===== src/rtl/card_shoe.sv =====
`default_nettype none
// ----------------------------------------------------------------------------
// card_shoe : finite DECKS-deck shoe; deals one still-available rank per request
// Revision  : 1.0
// ----------------------------------------------------------------------------
module card_shoe #(
  parameter int DECKS = 1
) (
  input  logic       slow_clock,
  input  logic       reset,
  input  logic       deal_req,
  input  logic       reshuffle,
  output logic [3:0] new_card,
  output logic       card_valid,
  output logic       busy,
  output logic       shoe_empty,
  output logic [8:0] cards_left
);

  localparam logic [5:0] c_rank_full = 6'(4 * DECKS);
  localparam logic [8:0] c_shoe_full = 9'(52 * DECKS);
  localparam logic [3:0] c_rank_max  = 4'd13;

  typedef enum logic [0:0] {
    ST_IDLE   = 1'b0,
    ST_SEARCH = 1'b1
  } state_e;

  state_e      state_q, state_d;
  logic [3:0]  cand_free_q;
  logic [3:0]  cand_search_q, cand_search_d;
  logic [5:0]  remain_q [1:13];
  logic [5:0]  remain_d [1:13];
  logic [8:0]  cards_left_q, cards_left_d;
  logic [3:0]  new_card_q, new_card_d;
  logic        card_valid_q, card_valid_d;
  logic        w_hit;

  function automatic logic [3:0] next_rank(input logic [3:0] r);
    return (r == c_rank_max) ? 4'd1 : r + 4'd1;
  endfunction

  // cand_search only ever holds 1..13, so the lookup never leaves the store
  assign w_hit = (remain_q[cand_search_q] != 6'd0);

  always_ff @(posedge slow_clock) begin
    if (reset) begin
      state_q       <= ST_IDLE;
      cand_free_q   <= 4'd1;
      cand_search_q <= 4'd1;
      for (int r = 1; r <= 13; r++) begin
        remain_q[r] <= c_rank_full;
      end
      cards_left_q  <= c_shoe_full;
      new_card_q    <= 4'd0;
      card_valid_q  <= 1'b0;
    end else begin
      state_q       <= state_d;
      cand_free_q   <= next_rank(cand_free_q);
      cand_search_q <= cand_search_d;
      for (int r = 1; r <= 13; r++) begin
        remain_q[r] <= remain_d[r];
      end
      cards_left_q  <= cards_left_d;
      new_card_q    <= new_card_d;
      card_valid_q  <= card_valid_d;
    end
  end

  always_comb begin
    state_d       = state_q;
    cand_search_d = cand_search_q;
    cards_left_d  = cards_left_q;
    new_card_d    = new_card_q;
    card_valid_d  = 1'b0;
    for (int r = 1; r <= 13; r++) begin
      remain_d[r] = remain_q[r];
    end

    // A refill overrides both a pending request and an in-flight search
    if (reshuffle) begin
      state_d      = ST_IDLE;
      cards_left_d = c_shoe_full;
      for (int r = 1; r <= 13; r++) begin
        remain_d[r] = c_rank_full;
      end
    end else begin
      case (state_q)
        ST_IDLE: begin
          if (deal_req && (cards_left_q != 9'd0)) begin
            cand_search_d = cand_free_q;
            state_d       = ST_SEARCH;
          end
        end
        ST_SEARCH: begin
          if (w_hit) begin
            new_card_d               = cand_search_q;
            card_valid_d             = 1'b1;
            remain_d[cand_search_q]  = remain_q[cand_search_q] - 6'd1;
            cards_left_d             = cards_left_q - 9'd1;
            state_d                  = ST_IDLE;
          end else begin
            cand_search_d = next_rank(cand_search_q);
          end
        end
        default: state_d = ST_IDLE;
      endcase
    end
  end

  assign new_card   = new_card_q;
  assign card_valid = card_valid_q;
  assign busy       = (state_q == ST_SEARCH);
  assign cards_left = cards_left_q;
  assign shoe_empty = (cards_left_q == 9'd0);

endmodule
`default_nettype wire


===== config.mk =====
export PLATFORM = sky130hd
export DESIGN_NAME = card_shoe
export DESIGN_NICKNAME = d
export VERILOG_FILES = /design/src/rtl/card_shoe.sv
export SDC_FILE = /design/constraint.sdc
export NUM_CORES = 1
export LEC_CHECK = 0
export CORE_ASPECT_RATIO = 0.9
export CORE_MARGIN = 2
export CORE_UTILIZATION = 66
export CTS_CLUSTER_SIZE = 30
export DETAILED_ROUTE_END_ITERATION = 10
export GPL_ROUTABILITY_DRIVEN = 0
export PLACE_DENSITY = 0.84
export SLEW_MARGIN = 20
export SYNTH_ARGS = -nofsm -noshare
export SYNTH_HDL_FRONTEND = slang
export SYNTH_SLANG_ARGS = --single-unit

===== constraint.sdc =====
create_clock -name slow_clock -period 10.9 [get_ports slow_clock]
set_clock_uncertainty 0.15 [all_clocks]
set_input_delay 1.09 -clock slow_clock [delete_from_list [all_inputs] [get_ports slow_clock]]
set_output_delay 1.09 -clock slow_clock [all_outputs]
set_load 0.02 [all_outputs]

==> results by group, run 1 <==
Global route
  • Total GRT Usage: 28.2%
  • First-pass GRT wire length: around 19000 um
  • Antenna violations before repair: 0
  • Met2 usage: 47.6%
  • M3 GR Usage: ~5.5%
  • Largest net degree at the start of global routing: 60
  • Met1 usage: around 38%
  • Vias in the first global route: 3674
  • GRT overflow: 0
  • GRT busiest layer: met2

Logic synthesis
  • Compound-gate portion of the synthesized area: 17.1%
  • Synth top cells by count: dfxtp_1 (105), nor2_1 (84), mux2i_1 (67)
  • Warnings from Yosys: 0
  • Mux cell area share after synthesis: 19.3%
  • Post-synthesis sequential area ratio: roughly two fifths
  • Post-synth net total: 539
  • Synth area leaders: dfxtp_1 (40%), mux2i_1 (13%), nor2_1 (6.0%)
  • Fraction of registers with async set or reset after synthesis: 0%
  • Post-synthesis simple-gate area fraction: 15.6%
  • Ys flop type: dfxtp_1
  • Top-area cell type share of the netlist area: 40.2%
  • Number of flops mapped to enable cells by yosys: 0
  • Count leader, synth: dfxtp_1
  • Count of cell types in the netlist: 58
  • Synth Area in XOR/XNOR: 1.51%
  • Seq cells post-synth: 105
  • Synth Instances: 530
  • Mapped Area: 5230 um2
  • Dominant cell type by area after synthesis: dfxtp_1
  • Adder and majority cell fraction of the synthesized area: approximately 1.2%
  • Synth Area per Inst: 9.87 um2
  • Largest family of logic cells by synthesized area: multiplexers

Clock network
  • Setup bufs post-CTS: 0
  • Worst-skew pair later-pin latency: 0.37 ns
  • Clock Path Buffers: 2
  • CTS H-tree depth: 3
  • Clock Pin Slew Worst Setup and Hold Paths: 0.09 ns
  • Clk root buf: clkbuf_8
  • Clock Sinks: roughly 110
  • CTS tree: yes
  • Post_cts resized: 0
  • TritonCTS buffer count: 9
  • CTS Hold Bufs: 0

Drt
  • Vias/cell: 6.20
  • Total number of vias: 3896
  • Drt wl/cell: 18.4 um
  • First-pass iteration count of the detailed router: 5
  • First DRT Iteration DRCs: 231
  • Drt drc: 0
  • Antenna-violating nets left: 0
  • DRT Wirelength: 11600 um

Final layout
  • Multi-input gate area: 2880 um2
  • FF/Latch Area: 2100 um2
  • # fillers: roughly 570
  • Share of layout cells above drive strength 1: a little over an eighth
  • Final Non-Filler Cells: approximately 630
  • Area Overhead vs Synth: 6.29%
  • N_diodes: 0
  • Nets@finish: around 540

Place
  • Port-buffer cells: 19
  • Cells after DPL: around 610
  • Post-DP HPWL: 7570 um
  • Pre-CTS setup slack: 6.57 ns

Floorplan
  • Die width: 97.9 um
  • Row count: 30
  • Die Area: 8660 um2
  • Core ar.: 7620 um2
  • Top Ports: 20
  • Chip Height: 88.5 um
  • Initial Util: 68.7%

Setup path
  • Worst-path fanout max: 24
  • Startpoint Class: register
  • CP required: 11.05 ns
  • WP data arrival: roughly 4.6 ns
  • Setup Crit Path Kind: register to register
  • Critical Path End Type: register

Timing
  • Hold Fails Final Rpt: 0
  • Period Utilization, post-route: 40.5%
  • FMAX: 227 MHz
  • Worst slew pin tran: 1.12 ns
  • Tmin final: 4.41 ns
  • Setup TNS: 0 ns
  • Slew Limit Fails: 0
  • Max-slew headroom: between 20% and 30%
  • RSZ-0062 raised after global routing: false
  • Final setup violating endpoints: 0
  • Post-route setup slack: between 6 and 7 ns

Power
  • Worst VDD drop: 0.0736 mV
  • PwrDens: 130 nW/um2
  • Pleak: 1.86 nW

Job
  • MaxCap Viol Count: 0

Status
  • Status: complete, no violations

Hold path
  • Hold WC Path Type: register to register
-- sequential cells by signal, indices dropped and copies added (netlist names), named ones only --
signal	count
busy	1
card_valid	1
cand_free_q	4
cand_search_q	4
cards_left	9
new_card	4
remain_q	78
-- per-stage QoR --
stage | hold slack [ns] | area [um2] | util [%] | total power [mW]
after detailed placement | 0.292 | 5350 | 70.2 | 0.489
after floorplan | 0.262 | 5230 | - | 0.477
after global routing | 0.348 | 5560 | 73.0 | 0.752
after CTS | 0.314 | 5550 | 72.8 | 0.726
final | 0.315 | 5560 | 73.0 | 0.725
after global placement | 0.287 | 5350 | 70.2 | 0.485
-- cells in the final DEF, fill, tap and decap left out, drive strengths merged, types with 3 or more instances in the layout --
master	netlist	routed
nor3b	12	12
xor2	7	7
nand2	29	29
clkbuf	23	12
nor2b	6	6
clkdlybuf4s50	0	19
mux2	10	10
nor2	86	86
dfxtp	105	105
nor3	6	6
mux4	10	10
o2111ai	4	4
o21ai	26	26
mux2i	67	67
a31oi	3	3
a21oi	25	25
clkinv	0	3
o22ai	4	4
inv	11	11
and2	8	8
or4	3	3
o211ai	10	10
ha	5	5
a211oi	20	20
nand3	15	15
buf	14	4
-- critical path, stage by stage (launching register included) --
cell and delay, ns:
dfxtp_1 0.32, buf_4 0.36, mux2_2 0.38, mux4_2 0.49
o22ai_4 0.39, ha_1 0.35, nor2b_1 0.24, a21o_1 0.84
a21oi_4 0.18, nor3_4 0.40, mux2i_1 0.24
-- metal layers --
metal  vias to the layer above  routed length (um)
met1                      1891                5220
met5                         -                   0
met3                        13                 752
met2                       123                5470
li1                       1869                   -
met4                         0                 122
-- layout make-up --
| class | count | share of cell area, % |
|---|---|---|
| Sequential cell | 105 | 37.8 |
| Tap cell | 96 | 2.16 |
| Multi-Input combinational cell | 377 | 51.8 |
| Clock inverter | 4 | 0.945 |
| Inverter | 11 | 0.742 |
| Timing Repair Buffer | 23 | 3.96 |
| Clock buffer | 12 | 2.61 |
-- kinds of logic after synthesis --
logic type      after synthesis
xor+xnor                      9
simple gates                173
buf+inv                      48
compound gates              103
fa+ha+maj                     5
mux                          87
flops                       105
-- worst paths after layout --
check | endpoint | start | cells after the start | slack (ns)
worst max-delay path | register | register | 10 | 6.49
worst min-delay path | cand_free_q[0] | cand_free_q[0] | 1 | 0.31
worst max register to register | register | register | 10 | 6.49
worst min register to register | cand_free_q[0] | cand_free_q[0] | 1 | 0.31
-- power by group --
part	leakage (nW)	internal, mW	switching, mW	total, mW
Combinational	0.914	0.0264	0.0603	0.0868
Clock	0.101	0.113	0.129	0.242
Sequential	0.848	0.388	0.00817	0.396
Power figures use the tool's default switching activity.
==> inputs of run 2 (changes only) <==
--- a/config.mk
+++ b/config.mk
@@ -7,11 +7,11 @@
 export LEC_CHECK = 0
 export CORE_ASPECT_RATIO = 0.9
 export CORE_MARGIN = 2
-export CORE_UTILIZATION = 66
+export CORE_UTILIZATION = 61
 export CTS_CLUSTER_SIZE = 30
 export DETAILED_ROUTE_END_ITERATION = 10
 export GPL_ROUTABILITY_DRIVEN = 0
-export PLACE_DENSITY = 0.84
+export PLACE_DENSITY = 0.79
 export SLEW_MARGIN = 20
 export SYNTH_ARGS = -nofsm -noshare
 export SYNTH_HDL_FRONTEND = slang
==> constraint.sdc (replaced) <==
create_clock -name slow_clock -period 4.55 [get_ports slow_clock]
set_clock_uncertainty 0.15 [all_clocks]
set_input_delay 0.455 -clock slow_clock [delete_from_list [all_inputs] [get_ports slow_clock]]
set_output_delay 0.455 -clock slow_clock [all_outputs]
set_load 0.02 [all_outputs]
==> results by group, run 2 (synthesis results as in run 1) <==
Place
  • Post-DP HPWL: 7920 um
  • Port-buffer cells: 19

Final layout
  • Area Overhead vs Synth: 7.80%
  • Share of layout cells above drive strength 1: 13.8%
  • Most flop-heavy register: remain_q
  • Core Util, Final: roughly two thirds
  • N_diodes: 0
  • Most common cell after layout, fill and taps aside: dfxtp_1
  • Nets@finish: 543
  • Commonest cells after routing, fill and taps aside: dfxtp_1 (105), nor2_1 (84), mux2i_1 (67), nand2_1 (28), o21ai_0 (24)
  • Max reg flops: between 70 and 80

Setup path
  • Setup Crit Path Kind: register to register
  • Startpoint Class: register
  • R2R Setup Slk: 0.63 ns
  • WP data arrival: 4.03 ns
  • Critical Path End Type: register
  • Reg2reg path depth: 10
  • CP required: 4.65 ns
  • Worst-path fanout max: 15

Clock network
  • Clock Path Buffers: 2
  • TritonCTS buffer count: 9
  • Worst-skew pair later-pin latency: 0.38 ns
  • CTS tree: yes
  • Clock Sinks: 105
  • Setup bufs post-CTS: 0
  • Clk root buf: clkbuf_8
  • Clock Pin Slew Worst Setup and Hold Paths: 0.10 ns
  • Post_cts resized: 0
  • CTS H-tree depth: 3
  • CTS Hold Bufs: 0

Global route
  • GRT overflow: 0
  • Largest net degree at the start of global routing: 53
  • First-pass GRT wire length: 19400 um
  • Vias in the first global route: 3850
  • Antenna violations before repair: 0
  • Total GRT Usage: 27.0%

Timing
  • FMAX: 255 MHz
  • Period Utilization, post-route: 86.2%
  • Setup TNS: 0 ns
  • RSZ-0062 raised after global routing: false
  • Final setup violating endpoints: 0
  • Hold Fails Final Rpt: 0
  • Worst slew pin tran: about 1.1 ns
  • Tmin final: 3.92 ns
  • Slew Limit Fails: 0
  • Max-slew headroom: 23.7%

Floorplan
  • Row count: 32
  • Die Area: 9340 um2
  • Top Ports: 20
  • Chip Height: 91.9 um
  • Core ar.: 8450 um2
  • Initial Util: 61.9%
  • Die width: ~100 um

Drt
  • Antenna-violating nets left: 0
  • First-pass iteration count of the detailed router: 4
  • Drt wl/cell: 17.7 um
  • Drt drc: 0
  • Total number of vias: slightly below 4000
  • First DRT Iteration DRCs: 237
  • Vias/cell: ~6
  • DRT Wirelength: 11600 um

Power
  • Pleak: 1.89 nW
  • PwrDens: between 300 and 400 nW/um2
  • Worst VDD drop: about 0.25 mV

Job
  • MaxCap Viol Count: 0

Hold path
  • Hold WC Path Type: register to register

Status
  • Status: complete, no violations
-- run 2: metal layers --
layer,wire [um],global-route usage [%],vias up,share of wire [%]
met4,125,9.35,0,1.1
met3,719,5.87,12,6.2
li1,-,-,1888,-
met5,0,0,-,0
met2,5360,40.7,90,46
met1,5400,38.0,1884,47
-- run 2: how the worst min path moves through the flow --
stage,end,start,depth (start not counted),slack [ns]
3_3_place_gp,cand_free_q[0],cand_free_q[0],1,0.29
2_1_floorplan,cand_free_q[0],cand_free_q[0],1,0.26
3_5_place_dp,cand_free_q[0],cand_free_q[0],1,0.30
6_report,cand_free_q[0],cand_free_q[0],1,0.31
4_1_cts,cand_free_q[0],cand_free_q[0],1,0.32
5_1_grt,remain_q[7][2],remain_q[7][2],2,0.35
-- run 2: report_power, final --
group          internal, mW  leakage [nW]  switching (mW)
clock                 0.322         0.106           0.307
sequential            0.929         0.848          0.0239
combinational        0.0685         0.939           0.141
total                  1.32          1.89           0.472
-- run 2: critical path, stage by stage (launching register included) --
cell     delay [ns]
dfxtp_1        0.82
mux2_2         0.41
mux4_2         0.48
o22ai_2        0.21
ha_1           0.28
nor2b_1        0.27
a21o_1         0.17
buf_4          0.32
a21oi_4        0.13
nor3_4         0.38
o21ai_0        0.16
-- run 2: area by class of cell --
type                       count  area, um2
timing repair buffer          30        273
tap                          119        149
clock buffer                  12        145
clock inverter                 3       65.1
fill                         691       2810
multi-input combinational    377       2870
sequential                   105       2100
inverter                      11       41.3
-- run 2: stage by stage --
| step | total power, mW | area [um2] | hold WS [ns] | std cells | setup WS, ns |
|---|---|---|---|---|---|
| after floorplan | 1.14 | 5230 | 0.262 | 530 | 1.13 |
| after global placement | 1.17 | 5430 | 0.289 | 642 | 0.852 |
| after detailed placement | 1.18 | 5430 | 0.295 | 642 | 0.679 |
| after CTS | 1.80 | 5640 | 0.318 | 657 | 0.636 |
| after global routing | 1.85 | 5640 | 0.348 | 657 | 0.395 |
| final | 1.79 | 5640 | 0.312 | 657 | 0.628 |
==> inputs of run 3 (changes only) <==
--- a/config.mk
+++ b/config.mk
@@ -7,11 +7,11 @@
 export LEC_CHECK = 0
 export CORE_ASPECT_RATIO = 0.9
 export CORE_MARGIN = 2
-export CORE_UTILIZATION = 61
+export CORE_UTILIZATION = 66
 export CTS_CLUSTER_SIZE = 30
 export DETAILED_ROUTE_END_ITERATION = 10
 export GPL_ROUTABILITY_DRIVEN = 0
-export PLACE_DENSITY = 0.79
+export PLACE_DENSITY = 0.84
 export SLEW_MARGIN = 20
 export SYNTH_ARGS = -nofsm -noshare
 export SYNTH_HDL_FRONTEND = slang
==> constraint.sdc (replaced) <==
create_clock -name slow_clock -period 4.9 [get_ports slow_clock]
set_clock_uncertainty 0.15 [all_clocks]
set_input_delay 0.49 -clock slow_clock [delete_from_list [all_inputs] [get_ports slow_clock]]
set_output_delay 0.49 -clock slow_clock [all_outputs]
set_load 0.02 [all_outputs]
==> results by group, run 3 (synthesis results as in run 1) <==
Drt
  • Antenna-violating nets left: 0
  • First DRT Iteration DRCs: between 200 and 300
  • DRT Wirelength: 11500 um
  • Vias/cell: 6.35
  • Drt drc: 0
  • First-pass iteration count of the detailed router: 5
  • Drt wl/cell: roughly 18 um
  • Total number of vias: around 4000

Clock network
  • Post_cts resized: 0
  • CTS tree: yes
  • Clock Sinks: 105
  • Worst-skew pair later-pin latency: 0.37 ns
  • Setup bufs post-CTS: 0
  • TritonCTS buffer count: 9
  • Clock Path Buffers: 2
  • CTS Hold Bufs: 0
  • CTS H-tree depth: 3
  • Clock Pin Slew Worst Setup and Hold Paths: 0.10 ns
  • Clk root buf: clkbuf_8

Floorplan
  • Chip Height: 88.5 um
  • Row count: 30
  • Die Area: 8660 um2
  • Initial Util: between 60% and 70%
  • Core ar.: 7620 um2
  • Die width: roughly 98 um
  • Top Ports: 20

Place
  • Placed Area: 5380 um2
  • Post-DP HPWL: 7830 um
  • Port-buffer cells: 19

Timing
  • Hold Fails Final Rpt: 0
  • Period Utilization, post-route: 83.9%
  • Final setup violating endpoints: 0
  • Slew Limit Fails: 0
  • Max-slew headroom: between 30% and 40%
  • Setup TNS: 0 ns
  • FMAX: 243 MHz
  • Worst slew pin tran: 0.964 ns
  • RSZ-0062 raised after global routing: false
  • Tmin final: ~4 ns

Setup path
  • Worst path cell trace: buf_4, mux2_2, mux4_2, o22ai_4, ha_1, nor2b_1, a21o_1, a21oi_4, nor3_4, o21ai_0
  • R2R Setup Slk: between 0.7 and 0.8 ns
  • Slowest CP cell: a21o_1
  • Crit-path max cell delay: 0.58 ns
  • Crit-path leading delay family: compound AO/OA/AOI/OAI gates
  • CP required: 4.97 ns
  • WP data arrival: 4.18 ns
  • Worst-path fanout max: 16
  • Critical Path End Type: register
  • Setup Crit Path Kind: register to register
  • CP bufs+invs: 1
  • Startpoint Class: register
  • Reg2reg path depth: 10

Final layout
  • # fillers: ~560
  • Commonest cells after routing, fill and taps aside: dfxtp_1 (105), nor2_1 (84), mux2i_1 (67), nand2_1 (28), o21ai_0 (24)
  • N_diodes: 0
  • Most common cell after layout, fill and taps aside: dfxtp_1
  • Area Overhead vs Synth: 7.03%
  • Max reg flops: 78
  • Design Area, Final: around 5600 um2
  • Share of layout cells above drive strength 1: approximately 14%
  • Nets@finish: 540
  • Most flop-heavy register: remain_q

Global route
  • First-pass GRT wire length: between 15000 and 20000 um
  • Antenna violations before repair: 0
  • GRT overflow: 0
  • Largest net degree at the start of global routing: 60
  • Total GRT Usage: about 28%
  • Vias in the first global route: 3927

Power
  • Pleak: 1.88 nW
  • Worst VDD drop: between 0.15 and 0.2 mV
  • PwrDens: 292 nW/um2

Hold path
  • HP Start: cand_free_q[0]
  • Hold Path End: cand_free_q[0]
  • Hold path cells: 1
  • Hold WC Path Type: register to register

Job
  • MaxCap Viol Count: 0

Status
  • Status: complete, no violations
run 3: worst register-to-register path, cell delays in order, from the launching register on:
cell     delay, ns
dfxtp_1       0.34
buf_4         0.23
mux2_2        0.37
mux4_2        0.49
o22ai_4       0.41
ha_1          0.38
nor2b_1       0.25
a21o_1        0.58
a21oi_4       0.17
nor3_4        0.40
o21ai_0       0.22
run 3: worst max path at each step:
stage	end	depth (start not counted)	slack [ns]	startpoint
final	register	10	0.79	register
after floorplan	remain_q[11][2]	14	1.48	register
after CTS	register	10	0.91	register
after global routing	register	10	0.61	register
after detailed placement	register	10	0.92	register
after global placement	register	10	1.06	register
run 3: cell type report:
type	instances	area [um2]	area share [%]
Multi-Input combinational cell	377	2880	51.4
Sequential cell	105	2100	37.5
Timing Repair Buffer	27	250	4.47
Clock buffer	12	155	2.77
Tap cell	96	120	2.14
Clock inverter	4	51.3	0.916
Inverter	11	41.3	0.737
run 3: power breakdown:
part / total, mW / leakage (nW) / internal [mW] / switching [mW]
Combinational: 0.199 / 0.933 / 0.0637 / 0.136
Clock: 0.553 / 0.103 / 0.265 / 0.288
Sequential: 0.883 / 0.848 / 0.863 / 0.0201
run 3: stage by stage:
stage / std cells / hold WS (ns) / worst slack [ns] / util [%] / power [mW]
floorplan: 530 / 0.262 / 1.48 / - / 1.06
global placement: 616 / 0.290 / 1.06 / 70.6 / 1.09
detailed placement: 616 / 0.301 / 0.919 / 70.6 / 1.09
CTS: 632 / 0.323 / 0.906 / 73.3 / 1.64
global route: 632 / 0.351 / 0.608 / 73.5 / 1.69
finish: 632 / 0.318 / 0.791 / 73.5 / 1.63
run 3: per-layer routing:
layer / part of all wire [%] / routed length, um / vias up / GRT usage (%)
li1: - / - / 1892 / -
met1: 46 / 5250 / 1946 / 37.4
met2: 46 / 5270 / 151 / 44.8
met3: 6.7 / 773 / 25 / 6.95
met4: 1.9 / 224 / 0 / 10.2
met5: 0 / 0 / - / 0
